### config.mk
export PLATFORM = sky130hd
export DESIGN_NAME = rf_seq_ctrl
export DESIGN_NICKNAME = d
export VERILOG_FILES = /design/src/rtl/rf_seq_pkg.sv /design/src/rtl/rf_seq_decode.sv /design/src/rtl/rf_seq_ctrl.sv
export SDC_FILE = /design/constraint.sdc
export NUM_CORES = 1
export LEC_CHECK = 0
export ABC_AREA = 1
export BUFFER_PORTS_ARGS = -buffer_cell sky130_fd_sc_hd__buf_2
export CAP_MARGIN = 5
export CORE_MARGIN = 5
export CORE_UTILIZATION = 30
export DETAILED_ROUTE_END_ITERATION = 16
export GPL_TIMING_DRIVEN = 0
export SYNTH_ARGS = -nofsm -noshare
export SYNTH_HDL_FRONTEND = slang
export SYNTH_SLANG_ARGS = --single-unit
### constraint.sdc
create_clock -name clk -period 2.2 [get_ports clk]
set_input_delay 0 -clock clk [delete_from_list [all_inputs] [get_ports clk]]
set_output_delay 0 -clock clk [all_outputs]
set_load 0.02 [all_outputs]
### src/rtl/rf_seq_pkg.sv
// Shared definitions for the register-file sequencer: opcodes, ALU function
// encodings, FSM states and instruction field positions.
package rf_seq_pkg;

   // Instruction field bit positions
   localparam int OP_HI  = 15;
   localparam int OP_LO  = 12;
   localparam int DR_HI  = 11;
   localparam int DR_LO  = 9;
   localparam int SA_HI  = 8;
   localparam int SA_LO  = 6;
   localparam int SB_HI  = 5;
   localparam int SB_LO  = 3;
   localparam int IMM_HI = 5;
   localparam int IMM_LO = 0;
   localparam int JT_HI  = 7;
   localparam int JT_LO  = 0;

   // Opcodes (A-E decode as NOP)
   localparam logic [3:0] OP_NOP  = 4'h0;
   localparam logic [3:0] OP_ADD  = 4'h1;
   localparam logic [3:0] OP_SUB  = 4'h2;
   localparam logic [3:0] OP_AND  = 4'h3;
   localparam logic [3:0] OP_OR   = 4'h4;
   localparam logic [3:0] OP_XOR  = 4'h5;
   localparam logic [3:0] OP_MOV  = 4'h6;
   localparam logic [3:0] OP_LDI  = 4'h7;
   localparam logic [3:0] OP_BRZ  = 4'h8;
   localparam logic [3:0] OP_JMP  = 4'h9;
   localparam logic [3:0] OP_HALT = 4'hF;

   // ALU function select encodings
   localparam logic [2:0] FS_ADD    = 3'd0;
   localparam logic [2:0] FS_SUB    = 3'd1;
   localparam logic [2:0] FS_AND    = 3'd2;
   localparam logic [2:0] FS_OR     = 3'd3;
   localparam logic [2:0] FS_XOR    = 3'd4;
   localparam logic [2:0] FS_PASS_A = 3'd5;
   localparam logic [2:0] FS_PASS_B = 3'd6;

   typedef enum logic [1:0] {
      ST_IDLE  = 2'd0,
      ST_FETCH = 2'd1,
      ST_EXEC  = 2'd2,
      ST_HALT  = 2'd3
   } state_t;

   // Ops 1-7 produce a register-file write
   function automatic logic op_writes_rf(input logic [3:0] op);
      return (op >= OP_ADD) && (op <= OP_LDI);
   endfunction

endpackage

### src/rtl/rf_seq_decode.sv
// Combinational instruction decoder: IR -> register selects, ALU controls,
// immediate and instruction class flags.
module rf_seq_decode
   import rf_seq_pkg::*;
(
   input  logic [15:0] ir,
   output logic [2:0]  aa,
   output logic [2:0]  ba,
   output logic [2:0]  da,
   output logic [2:0]  fs,
   output logic        mb,
   output logic [7:0]  imm,
   output logic        writes_rf,
   output logic        is_branch,
   output logic        is_jmp,
   output logic        is_halt
);

   logic [3:0] op;
   assign op = ir[OP_HI:OP_LO];

   // Field extraction and per-opcode ALU control
   always_comb begin
      aa        = ir[SA_HI:SA_LO];
      ba        = ir[SB_HI:SB_LO];
      da        = ir[DR_HI:DR_LO];
      imm       = {2'b00, ir[IMM_HI:IMM_LO]};
      fs        = FS_ADD;
      mb        = 1'b0;
      writes_rf = op_writes_rf(op);
      is_branch = (op == OP_BRZ);
      is_jmp    = (op == OP_JMP);
      is_halt   = (op == OP_HALT);
      case (op)
         OP_ADD:  fs = FS_ADD;
         OP_SUB:  fs = FS_SUB;
         OP_AND:  fs = FS_AND;
         OP_OR:   fs = FS_OR;
         OP_XOR:  fs = FS_XOR;
         OP_MOV:  fs = FS_PASS_A;
         OP_LDI: begin
            fs = FS_PASS_B;
            mb = 1'b1;
         end
         default: fs = FS_ADD;
      endcase
   end

endmodule

### src/rtl/rf_seq_ctrl.sv
// Multi-cycle instruction sequencer driving the 8x8 register file.
// IDLE -> FETCH (req/valid handshake) -> EXEC (one cycle) -> FETCH ... HALT.
// Optional feature macro: RF_SEQ_RETIRE_CNT_EN adds a 16-bit retired-
// instruction counter output.
module rf_seq_ctrl
   import rf_seq_pkg::*;
#(
   parameter int              PC_W     = 8,
   parameter logic [PC_W-1:0] RESET_PC = '0
) (
   input  logic            clk,
   input  logic            reset,
   input  logic            start,
   output logic            imem_req,
   output logic [PC_W-1:0] imem_addr,
   input  logic            imem_valid,
   input  logic [15:0]     instr,
   input  logic            Z,
   output logic [2:0]      AA,
   output logic [2:0]      BA,
   output logic [2:0]      DA,
   output logic            RW,
   output logic [2:0]      FS,
   output logic            MB,
   output logic [7:0]      imm,
`ifdef RF_SEQ_RETIRE_CNT_EN
   output logic [15:0]     retired,
`endif
   output logic            halted
);

   state_t          state_q, state_d;
   logic [PC_W-1:0] pc_q, pc_d;
   logic [15:0]     ir_q, ir_d;
   logic            req_q, req_d;
   logic            rw_q, rw_d;
   logic            halted_q, halted_d;

   logic            writes_rf, is_branch, is_jmp, is_halt;
   logic signed [5:0] br_off6;
   logic [PC_W-1:0] br_off, jmp_tgt;

   rf_seq_decode u_decode (
      .ir        (ir_q),
      .aa        (AA),
      .ba        (BA),
      .da        (DA),
      .fs        (FS),
      .mb        (MB),
      .imm       (imm),
      .writes_rf (writes_rf),
      .is_branch (is_branch),
      .is_jmp    (is_jmp),
      .is_halt   (is_halt)
   );

   // Branch offset is relative to the already-incremented PC
   assign br_off6 = ir_q[IMM_HI:IMM_LO];
   assign br_off  = PC_W'(br_off6);
   assign jmp_tgt = PC_W'(ir_q[JT_HI:JT_LO]);

   // Next-state logic; RW is precomputed from the incoming word so it is a
   // clean flop output during EXEC
   always_comb begin
      state_d  = state_q;
      pc_d     = pc_q;
      ir_d     = ir_q;
      req_d    = req_q;
      rw_d     = 1'b0;
      halted_d = halted_q;
      case (state_q)
         ST_IDLE: begin
            if (start) begin
               state_d = ST_FETCH;
               req_d   = 1'b1;
            end
         end
         ST_FETCH: begin
            if (imem_valid) begin
               ir_d    = instr;
               pc_d    = pc_q + PC_W'(1);
               state_d = ST_EXEC;
               req_d   = 1'b0;
               rw_d    = op_writes_rf(instr[OP_HI:OP_LO]);
            end
         end
         ST_EXEC: begin
            if (is_branch && Z)
               pc_d = pc_q + br_off;
            else if (is_jmp)
               pc_d = jmp_tgt;
            if (is_halt) begin
               state_d  = ST_HALT;
               halted_d = 1'b1;
            end else begin
               state_d = ST_FETCH;
               req_d   = 1'b1;
            end
         end
         ST_HALT: begin
            req_d = 1'b0;
         end
         default: begin
            state_d = ST_IDLE;
            req_d   = 1'b0;
         end
      endcase
   end

   // FSM, PC, IR and registered control outputs
   always_ff @(posedge clk or posedge reset) begin
      if (reset) begin
         state_q  <= ST_IDLE;
         pc_q     <= RESET_PC;
         ir_q     <= '0;
         req_q    <= 1'b0;
         rw_q     <= 1'b0;
         halted_q <= 1'b0;
      end else begin
         state_q  <= state_d;
         pc_q     <= pc_d;
         ir_q     <= ir_d;
         req_q    <= req_d;
         rw_q     <= rw_d;
         halted_q <= halted_d;
      end
   end

   assign imem_req  = req_q;
   assign imem_addr = pc_q;
   assign RW        = rw_q & writes_rf;
   assign halted    = halted_q;

`ifdef RF_SEQ_RETIRE_CNT_EN
   logic [15:0] ret_q, ret_d;

   // Count every EXEC cycle, wrapping naturally at 16 bits
   always_comb begin
      ret_d = ret_q;
      if (state_q == ST_EXEC)
         ret_d = ret_q + 16'd1;
   end

   // Retired-instruction counter register
   always_ff @(posedge clk or posedge reset) begin
      if (reset)
         ret_q <= '0;
      else
         ret_q <= ret_d;
   end

   assign retired = ret_q;
`endif

endmodule

Word level (Yosys, flattened, before mapping)
Index checks and enable logic that the tools add are counted.
- word-level logic and storage cells: 56
- memories: 0
- latch bits: 0
- bits of input ports: 21
- memory bits (writable): 0
- ROM bits: 0
- register bits after elaboration: 29
- output and inout bits: 32
- shift operators: 0
- mux-type cells: 16
- add/subtract/negate cells: 2
- equal/unequal tests: 16
- multiply operators: 0
- reductions and logical operators: 11
- bitwise logic cells: 1
- div/mod/pow operators: 0
- order comparisons: 4
- operator list (cell ; count):
    8-bit two-way mux ; 3
    3-bit one-hot mux with 6 select lines ; 1
    4-bit by 3-bit equality test with 1-bit output (second input constant) ; 4
    8-bit one-hot mux with 2 select lines ; 1
    4-bit equality test (second input constant) ; 3
    3-bit AND reduction ; 3
    8-bit by 1-bit adder with 8-bit output (second input constant) ; 1
    8-bit adder ; 1
    4-bit by 2-bit equality test with 1-bit output (second input constant) ; 2
    4-bit by 1-bit greater-or-equal comparator with 1-bit output (second input constant) ; 2
    4-bit by 3-bit less-or-equal comparator with 1-bit output (second input constant) ; 2
    1-bit two-way mux ; 6
    2-bit two-way mux ; 3
    2-bit != test (second input constant) ; 3
    2-bit one-hot mux with 3 select lines ; 1
    2-bit equality test (second input constant) ; 2
    1-bit one-hot mux with 4 select lines ; 1
    2-bit AND reduction ; 2
    1-bit logical AND ; 3
    3-bit != test (second input constant) ; 1
    3-bit nonzero test ; 1
    2-bit by 1-bit equality test with 1-bit output (second input constant) ; 1
    2-bit zero test ; 1
    2-bit nonzero test ; 1
    1-bit AND ; 1

Logic depth before layout (Yosys ltp)
Gate-level depths: netlist of the first run.
- depth in word-level cells: 4
- gate-level depth with buffers: 12
- depth with buffers taken out: 12

Hierarchy
A second synthesis of the first run with hierarchy kept.
- cells, all modules: 289
- area total of the unflattened synthesis: 2137.0 µm²
- by module, submodules not included (module ; area an instance (µm²) ; instances ; cells an instance ; seq. area each (µm²)):
    rf_seq_ctrl ; 1911.8 ; 1 ; 250 ; 725.7
    rf_seq_decode ; 225.2 ; 1 ; 39 ; 0.0

Worst setup path after synthesis of the first run
OpenSTA, ideal clock, no wires.
- kind: register -> register
- from: reg pc_q[0], in the netlist imem_addr[0]
- to: reg pc_q[4], in the netlist imem_addr[4]
- path buffers: 0
- stages on the path, launching flop included: 12
- arrival time: 1655 ps
- path slack: 424 ps
- library setup time: 120 ps
- required time: 2080 ps
- clock period less this slack: 1776 ps
- path through: dfrtp_1 -> ha_1 -> inv_1 -> fa_1 -> inv_1 -> nand2_1 -> nand2_1 -> and2_1 -> or2_0 -> nand3_1 -> nand2_1 -> a21oi_2
- longest elaborated chain between the ends: 3
- elaborated cells between the ends (all ways): 5
- classes of those cells: add/sub: 2; mux: 3
- ends and longest elaborated chain (element ; RTL line ; text):
    start, declared ; rf_seq_ctrl.sv:33 ; logic [PC_W-1:0] pc_q, pc_d;
    start signal, assigned ; rf_seq_ctrl.sv:121 ; pc_q <= pc_d;
    8-bit adder or 8-bit by 1-bit adder with 8-bit output (tied branches) ; rf_seq_ctrl.sv:89, rf_seq_ctrl.sv:81 ;
    8-bit two-way mux (on tied branches) ; rf_seq_ctrl.sv:88, rf_seq_ctrl.sv:79 ;
    8-bit one-hot mux with 2 select lines (*) ; rf_seq_ctrl.sv:71 ; case (state_q)
Mark *: on every way between the ends. The rest lies on a longest branch, timed or not. The select of a mux whose other input is x is not followed.
A chain may end at the register's enable or synchronous reset.

Final worst setup path of the first run
- from: reg pc_q[0], in the netlist imem_addr[0]
- to: reg pc_q[6], in the netlist imem_addr[6]
Same word-level chain as after synthesis.

==> results.yml, run 1 <==
route:
  antenna_left: 0
  wl_per_cell_um: 11.7
  route.detailed.drc: 0
  vias: 1940
  drtPass1Iterations: 4
  wl_mm: 5.27
  drtIter0Drc: 76
  via_per_inst: 4.30
pwr:
  power.density_mw_per_mm2: 1490
  p_seq_share_pct: 26.6
  p_int_mw: 2.04
  switching_share_pct: 50.0
  power_frac_clock_pct: 10.5
  combPwrFrac_pct: 62.8
  p_leak_nw: 1.45
  vdd_drop_max_uv: 651
  p_sw_mw: 2.04
synthesis:
  synth_most_common_cell: "nand2_1"
  synth_edf_count: 0
  synthTopCellsByCount: "nand2_1, inv_1, dfrtp_1"
  synth.top_cell.area_share_pct: 34.6
  ys_seq_area_share_pct: 34.6
  syn_area_mm2: 0.00210
  synthArstFlopShare_pct: 100
  syn_inst: 279
  synth_compound_area_share_pct: 13.2
  syn_area_per_cell_um2: 7.53
  synth.distinct_cells: 40
  ys_warn_count: 0
  synth_mux_area_share_pct: 0
  synth-adder-area-share_pct: 8.70
  synth-xor-area-share_pct: 2.09
  synth_top_family_by_area: "simple AND/OR/NAND/NOR gates"
  synthTopCellsByArea: "dfrtp_1, nand2_1, ha_1"
  ys_ff_latch: 29
  synth_top_cell_by_area: "dfrtp_1"
  synth-simple-area-share_pct: 26.8
  synth_flop_cell: "dfrtp_1"
setup_path:
  required_ns: 2.41
  cpPeakStageDelay_ns: 0.44
  crit_start: "imem_addr[0]"
  path_depth: 12
  worstReg2RegStart: "imem_addr[0]"
  crit_type: "reg2reg"
  crit_top_cell: "nand2_1"
  slowest_stage: "dfrtp_1"
  end_kind: "register"
  r2r-end: "imem_addr[6]"
  r2r_cells: 12
  critical_path.top_delay_family: "adder cells"
  r2r_slack_ns: 0.29
  cp-start-kind: "register"
  worst-path-buf-inv: 2
  path_cells: "ha_1 -> inv_1 -> fa_1 -> inv_1 -> nand2_1 -> nand2_1 -> nand3b_1 -> nand2_1 -> nand2_1 -> nand3_1 -> nand2_1 -> a21oi_2"
  crit_fanout: 5
  cp.arrival_ns: 2.12
placement:
  dp_slack_ns: 0.327
  gp_congestion: 0.799
  dpl.hpwl_mm: 3.82
  io_buffers: 50
  dp_cells: 426
grt:
  antenna_found_initial: 0
  grt_max_degree: 30
  grt_pass1_vias: 1941
  track_usage_pct: 12.6
  grt_pass1_wl_mm: 8.88
  grt.overflow.total: 0
timing:
  period_share_pct: 86.6
  finalCriticalPeriod_ns: 1.91
  hold_viol_final: 0
  rsz0062_at_grt: "no"
  fmax_mhz: 525
  setup_viol: 0
  whs_ns: 0.00957
  setup_ws_ns: 0.295
  drv_slew: 0
  worst-slew-pin-transition_ns: 0.658
  slew_headroom_pct: 56.1
  fin_skew_ns: 0.00711
  fin_setup_tns_ns: 0
floorplan:
  die_w_um: 93.7
  die_area_mm2: 0.00877
  ios: 53
  die_y_um: 93.7
  rows: 30
  core_mm2: 0.00679
  start_util_pct: 30.9
hold_path:
  worstHoldStart: "instr[15]"
  hold_path_depth: 4
  whs_endpoint: "rw_q"
  hold_class: "in2reg"
clock_network:
  cts-root-buf: "clkbuf_8"
  clock_latency_ns: 0.28
  postCtsHoldBufs: 15
  numCtsBuffers: 5
  postCtsSetupRepairBufs: 0
  cts_buffer_depth: 2
  htree_levels: 2
  ctsResizeCount: 0
  cts.sinks: 29
  cts.clk_slew.worst_paths_ns: 0.07
  cts_tree: "built"
final_layout:
  stdcell_count: 451
  syn2layout_area_growth_pct: 30.9
  fin_util_pct: 40.4
  nets: 389
  num_antenna_cells: 0
  drive_above_1_share_pct: 28.2
flow_run:
  cap_violations: 0
outcome:
  status: "finished clean"
layout make-up:
cell class              count  area [um2]
plain buffers              21         146
clock buffers               5        68.8
clock inverters             3        17.5
fillers                   711        4050
inverters                  38         156
multi-input cells         192        1070
flip-flops and latches     29         726
well taps                  96         120
repair buffers             67         438
registers in the layout (all words and copies together) (netlist names):
name,flops
halted,1
state_q,2
imem_addr,8
imem_req,1
rw_q,1
ir_q,16
logic make-up (layout without fill, tap and decap cells):
kind of cell    Yosys count  count (layout)
simple gates            129             129
buf+inv                  59             134
compound gates           42              42
flops                    29              29
fa+ha+maj                14              14
xor+xnor                  5               5
other cells               1               2
stage by stage:
stage               power [mW]  instance area [um2]
floorplan                 2.99                 2100
global placement          3.57                 2470
detailed placement        3.63                 2470
CTS                       4.10                 2710
global route              4.52                 2750
finish                    4.08                 2750
per-layer routing:
layer	vias to the layer above	global-route usage, %	wire [um]
met4	0	2.53	39
met2	41	22.2	2500
li1	1019	-	-
met5	-	0	0
met1	876	15.7	2480
met3	4	2.88	246
power by group through the flow:
stage / sequential (mW) / combinational, mW / clock [mW]
2_1_floorplan: 1.12 / 1.87 / 0
3_3_place_gp: 1.09 / 2.48 / 0
3_5_place_dp: 1.09 / 2.53 / 0
4_1_cts: 1.09 / 2.57 / 0.446
5_1_grt: 1.14 / 2.91 / 0.470
6_report: 1.09 / 2.56 / 0.430
cells in the final DEF (no fill, tap or decap), types with 2 or more instances in the layout:
master / instances
a21oi_2: 5
o21ai_0: 10
nand3_1: 13
clkbuf_8: 5
ha_1: 13
o21ai_2: 3
o211ai_1: 3
or2_2: 4
nand3b_1: 2
inv_2: 2
buf_4: 18
inv_1: 34
clkinv_2: 3
a211oi_1: 2
dfrtp_1: 29
buf_2: 50
dlygate4sd3_1: 16
xor2_1: 4
conb_1: 2
clkbuf_1: 3
nand2_1: 81
nor2_1: 19
a21oi_1: 12
worst min-delay path: cells and delay by family:
family / cells / cell delay, ns
AO/OA/AOI/OAI: 1 / 0.09
buffers and inverters: 3 / 0.15
how the worst max path moves through the flow:
| stage | slack (ns) | endpoint |
|---|---|---|
| after detailed placement | 0.33 | imem_addr[6] |
| final | 0.29 | imem_addr[6] |
| after CTS | 0.31 | imem_addr[6] |
| after global placement | 0.36 | imem_addr[6] |
| after floorplan | 0.42 | imem_addr[4] |
| after global routing | 0.11 | imem_addr[6] |
Note: power is estimated with default switching activity, not from simulation.
==> run 2, diff against run 1 <==
Settings changed: CELL_PAD_IN_SITES_DETAIL_PLACEMENT set to 0, CELL_PAD_IN_SITES_GLOBAL_PLACEMENT set to 1, CORE_UTILIZATION 30 to 38, PLACE_DENSITY_LB_ADDON set to 0.1.
==> results.yml, run 2 (synthesis results as in run 1) <==
pwr:
  p_seq_share_pct: 26.6
  power_frac_clock_pct: 10.8
  vdd_drop_max_uv: 557
  switching_share_pct: 49.7
  p_int_mw: 2.04
  p_sw_mw: 2.01
  power.density_mw_per_mm2: 1480
  report.power.total_mw: 4.05
  p_leak_nw: 1.45
  combPwrFrac_pct: 62.6
clock_network:
  cts_buffer_depth: 2
  htree_levels: 2
  clock_latency_ns: 0.28
  cts_tree: "built"
  numCtsBuffers: 5
  cts.sinks: 29
  ctsResizeCount: 0
  postCtsSetupRepairBufs: 0
  cts.clk_slew.worst_paths_ns: 0.07
  cts-root-buf: "clkbuf_8"
route:
  vias: 1897
  via_per_inst: 4.43
  wl_per_cell_um: 11.8
  drtPass1Iterations: 4
  antenna_left: 0
  wl_mm: 5.05
  drtIter0Drc: 54
  route.detailed.drc: 0
placement:
  io_buffers: 50
  dp_cells: 402
  gp_congestion: 0.775
  post_dp_cell_area_mm2: 0.00244
  dpl.hpwl_mm: 3.85
  dp_slack_ns: 0.399
timing:
  period_share_pct: 83.0
  finalCriticalPeriod_ns: 1.83
  fin_skew_ns: 0.00533
  drv_slew: 0
  whs_ns: 0.0765
  setup_ws_ns: 0.374
  worst-slew-pin-transition_ns: 0.665
  slew_headroom_pct: 55.6
  hold_viol_final: 0
  fmax_mhz: 548
  rsz0062_at_grt: "no"
  setup_viol: 0
  fin_setup_tns_ns: 0
final_layout:
  fin_util_pct: 50.1
  largest_reg_flops: 16
  final_common_cell: "nand2_1"
  syn2layout_area_growth_pct: 29.9
  stdcell_count: 428
  nets: 390
  final_area_mm2: 0.00273
  largest-register: "ir_q"
  num_antenna_cells: 0
  drive_above_1_share_pct: 28.1
  final_cell_mix: "nand2_1, buf_2, inv_1"
grt:
  track_usage_pct: 14.8
  met3_usage_pct: 3.24
  grt_pass1_wl_mm: 8.63
  use_met1_pct: 20.5
  grt-busiest-layer: "met2"
  gr-usage-met2_pct: 23.7
  grt_pass1_vias: 1812
  grt_max_degree: 30
  grt.overflow.total: 0
  antenna_found_initial: 0
setup_path:
  required_ns: 2.37
  r2r-end: "imem_addr[4]"
  cpPeakStageDelay_ns: 0.42
  crit_top_cell: "nand2_1"
  cp.arrival_ns: 2.00
  cp-start-kind: "register"
  end_kind: "register"
  crit_type: "reg2reg"
  r2r_cells: 11
  crit_fanout: 5
  worstReg2RegStart: "imem_addr[0]"
  path_cells: "ha_1 -> inv_1 -> fa_1 -> inv_1 -> nand2_1 -> nand2_1 -> and2_1 -> or2_0 -> nand3_1 -> nand2_1 -> a21oi_2"
  slowest_stage: "dfrtp_1"
  r2r_slack_ns: 0.37
floorplan:
  die_w_um: 84.3
  ios: 53
  core_mm2: 0.00544
  die_area_mm2: 0.00711
  start_util_pct: 38.6
  die_y_um: 84.3
  rows: 27
hold_path:
  whs_endpoint: "ir_q[15]"
  hold_class: "in2reg"
  worstHoldStart: "imem_valid"
  hold_path_depth: 4
outcome:
  status: "finished clean"
flow_run:
  cap_violations: 0
-- run 2: cell count changes in the layout (fill, tap and decap cells not counted), sizes merged --
cell	previous run	this run
dlygate4sd3	16	17
-- run 2: repair_timing --
| item | 4_1_cts | 5_1_grt |
|---|---|---|
| hold endpoints to repair | 17 | 13 |
| setup endpoints to repair | 0 | 0 |
| hold buffers | 16 | 1 |
-- run 2: power groups by stage --
stage,combinational [mW],sequential (mW),clock (mW)
2_1_floorplan,1.87,1.12,0
3_3_place_gp,2.51,1.09,0
3_5_place_dp,2.53,1.10,0
4_1_cts,2.56,1.09,0.453
5_1_grt,2.87,1.13,0.484
6_report,2.53,1.08,0.437
-- run 2: worst max-delay path, delay by kind of cell (launching register included) --
family / cells / cell delay [ns]
DFF: 1 / 0.42
and+or+nand+nor: 6 / 0.52
buffers and inverters: 2 / 0.12
adders and majority gates: 2 / 0.60
AOI/OAI and AO/OA: 1 / 0.05
-- run 2: area by class of cell --
class / count / area [um2]
tap: 72 / 90.1
multi-input combinational: 192 / 1070
inverter: 38 / 156
timing repair buffer: 68 / 448
buffer: 21 / 146
clock inverter: 3 / 17.5
fill: 556 / 2710
clock buffer: 5 / 68.8
sequential: 29 / 726
-- run 2: layer usage --
| layer | routed length [um] | up-vias | part of all wire, % |
|---|---|---|---|
| met3 | 201 | 4 | 4.0 |
| met4 | 43 | 0 | 0.85 |
| met1 | 2430 | 842 | 48 |
| met2 | 2380 | 36 | 47 |
| met5 | 0 | - | 0 |
| li1 | - | 1015 | - |
-- run 2: how the worst max path moves through the flow --
stage	from	to	slack [ns]	depth (start not counted)
floorplan	imem_addr[0]	imem_addr[4]	0.42	11
global placement	imem_addr[0]	imem_addr[6]	0.40	12
global route	ir_q[0]	imem_addr[6]	0.18	12
detailed placement	ir_q[0]	imem_addr[4]	0.40	11
finish	imem_addr[0]	imem_addr[4]	0.37	11
CTS	imem_addr[0]	imem_addr[4]	0.36	11
==> run 3, diff against run 2 <==
Settings changed: CORE_UTILIZATION 38 to 34.
Clock period 2.2 ns to 1.6 ns, I/O delays scaled along.
==> results.yml, run 3 (synthesis results as in run 1) <==
outcome:
  status: "complete, but fails checks"
  violations: "negative setup slack"
final_layout:
  final_cell_mix: "nand2_1, buf_2, inv_1"
  final_common_cell: "nand2_1"
  final_area_mm2: 0.00297
  nets: 399
  drive_above_1_share_pct: 38.4
  largest-register: "ir_q"
  largest_reg_flops: 16
  num_antenna_cells: 0
  syn2layout_area_growth_pct: 41.6
clock_network:
  cts-root-buf: "clkbuf_8"
  cts.clk_slew.worst_paths_ns: 0.06
  cts.sinks: 29
  numCtsBuffers: 5
  cts_buffer_depth: 2
  cts_tree: "built"
  htree_levels: 2
  clock_latency_ns: 0.28
setup_path:
  cpPeakStageDelay_ns: 0.40
  cp.arrival_ns: 1.88
  crit_type: "reg2reg"
  required_ns: 1.82
  path_cells: "ha_4 -> inv_2 -> fa_2 -> buf_4 -> xor2_1 -> o211ai_1 -> o211ai_1 -> nand2_1"
  crit_top_cell: "o211ai_1"
  critical_path.top_delay_family: "adder cells"
  crit_fanout: 2
  slowest_stage: "dfrtp_2"
  worst-path-buf-inv: 2
  cp-start-kind: "register"
  end_kind: "register"
timing:
  slew_headroom_pct: 55.8
  drv_slew: 0
  hold_viol_final: 0
  fin_skew_ns: 0.00718
  setup_viol: 3
  setup_ws_ns: -0.0674
  fmax_mhz: 600
  period_share_pct: 104
  rsz0062_at_grt: "yes"
  worst-slew-pin-transition_ns: 0.663
  fin_setup_tns_ns: -0.143
  finalCriticalPeriod_ns: 1.67
grt:
  track_usage_pct: 14.9
  antenna_found_initial: 0
  use_met1_pct: 20.4
  grt-busiest-layer: "met2"
  grt_pass1_wl_mm: 9.05
  met3_usage_pct: 3.82
  grt_max_degree: 30
  gr-usage-met2_pct: 23.7
  grt.overflow.total: 0
  grt_pass1_vias: 1930
placement:
  gp_congestion: 0.786
  post_dp_cell_area_mm2: 0.00249
  io_buffers: 50
  dpl.hpwl_mm: 3.81
route:
  drtIter0Drc: 106
  route.detailed.drc: 0
  drtPass1Iterations: 4
  via_per_inst: 4.40
  vias: 1934
  antenna_left: 0
  wl_per_cell_um: 12.0
  wl_mm: 5.28
floorplan:
  ios: 53
  core_mm2: 0.00596
  start_util_pct: 35.3
  die_w_um: 88.6
  die_area_mm2: 0.00785
  die_y_um: 88.6
  rows: 28
pwr:
  vdd_drop_max_uv: 922
  p_leak_nw: 1.51
  power.density_mw_per_mm2: 2150
hold_path:
  hold_class: "in2reg"
flow_run:
  cap_violations: 0
-- run 3: path summary, 6_finish.rpt --
kind                          from      endpoint  slack [ns]  cells past startpoint
min                          start      imem_req        0.10                      4
max in group asynchronous    reset       ir_q[0]        0.69                      4
max reg2reg                ir_q[0]  imem_addr[2]       -0.07                      8
min in group asynchronous    reset      ir_q[10]        0.36                      3
max                        ir_q[0]  imem_addr[2]       -0.07                      8
min reg2reg                 halted        halted        0.47                      1
-- run 3: layout make-up --
type                       instances  area [um2]
sequential                        29         733
multi-input combinational        192        1210
inverter                          38         161
fill                             613        2980
clock inverter                     1        30.0
tap                               75        93.8
buffer                            21         154
clock buffer                       7        86.3
timing repair buffer              77         503
-- run 3: power breakdown --
part / leakage [nW] / switching (mW) / internal, mW / total (mW)
combinational: 1.11 / 2.30 / 1.79 / 4.09
clock: 0.0585 / 0.287 / 0.507 / 0.795
sequential: 0.346 / 0.426 / 1.10 / 1.52
total: 1.51 / 3.01 / 3.40 / 6.41
-- run 3: repair_timing --
| action | in CTS | in global routing |
|---|---|---|
| setup endpoints to repair | 12 | 26 |
| setup buffers | 5 | 4 |
| resized for setup | 10 | 21 |
| pin swaps | 1 | 7 |
| hold buffers | 16 | 1 |
| gates cloned | 0 | 0 |
| hold endpoints to repair | 17 | 15 |
-- run 3: worst reg2reg max path, stage by stage, from the launching register on --
cell	delay (ns)
dfrtp_2	0.40
ha_4	0.15
inv_2	0.03
fa_2	0.34
buf_4	0.15
xor2_1	0.13
o211ai_1	0.20
o211ai_1	0.13
nand2_1	0.07
-- run 3: metrics by stage --
stage	hold slack, ns	setup WS (ns)	instances	total power [mW]	util (%)
5_1_grt	0.119	-0.209	440	7.04	49.9
2_1_floorplan	0.0778	-0.0194	280	4.21	-
4_1_cts	0.0514	-0.0624	434	6.16	47.7
3_3_place_gp	0.198	-0.205	405	5.05	41.8
6_report	0.104	-0.0674	440	6.41	49.9
3_5_place_dp	0.196	-0.230	405	5.10	41.8
-- run 3: per-layer routing --
layer  wire, um  share of wire, %  vias up
met5          0                 0        -
met4         34              0.64        0
met3        252               4.8        4
met2       2390                45       37
met1       2610                49      855
li1           -                 -     1038
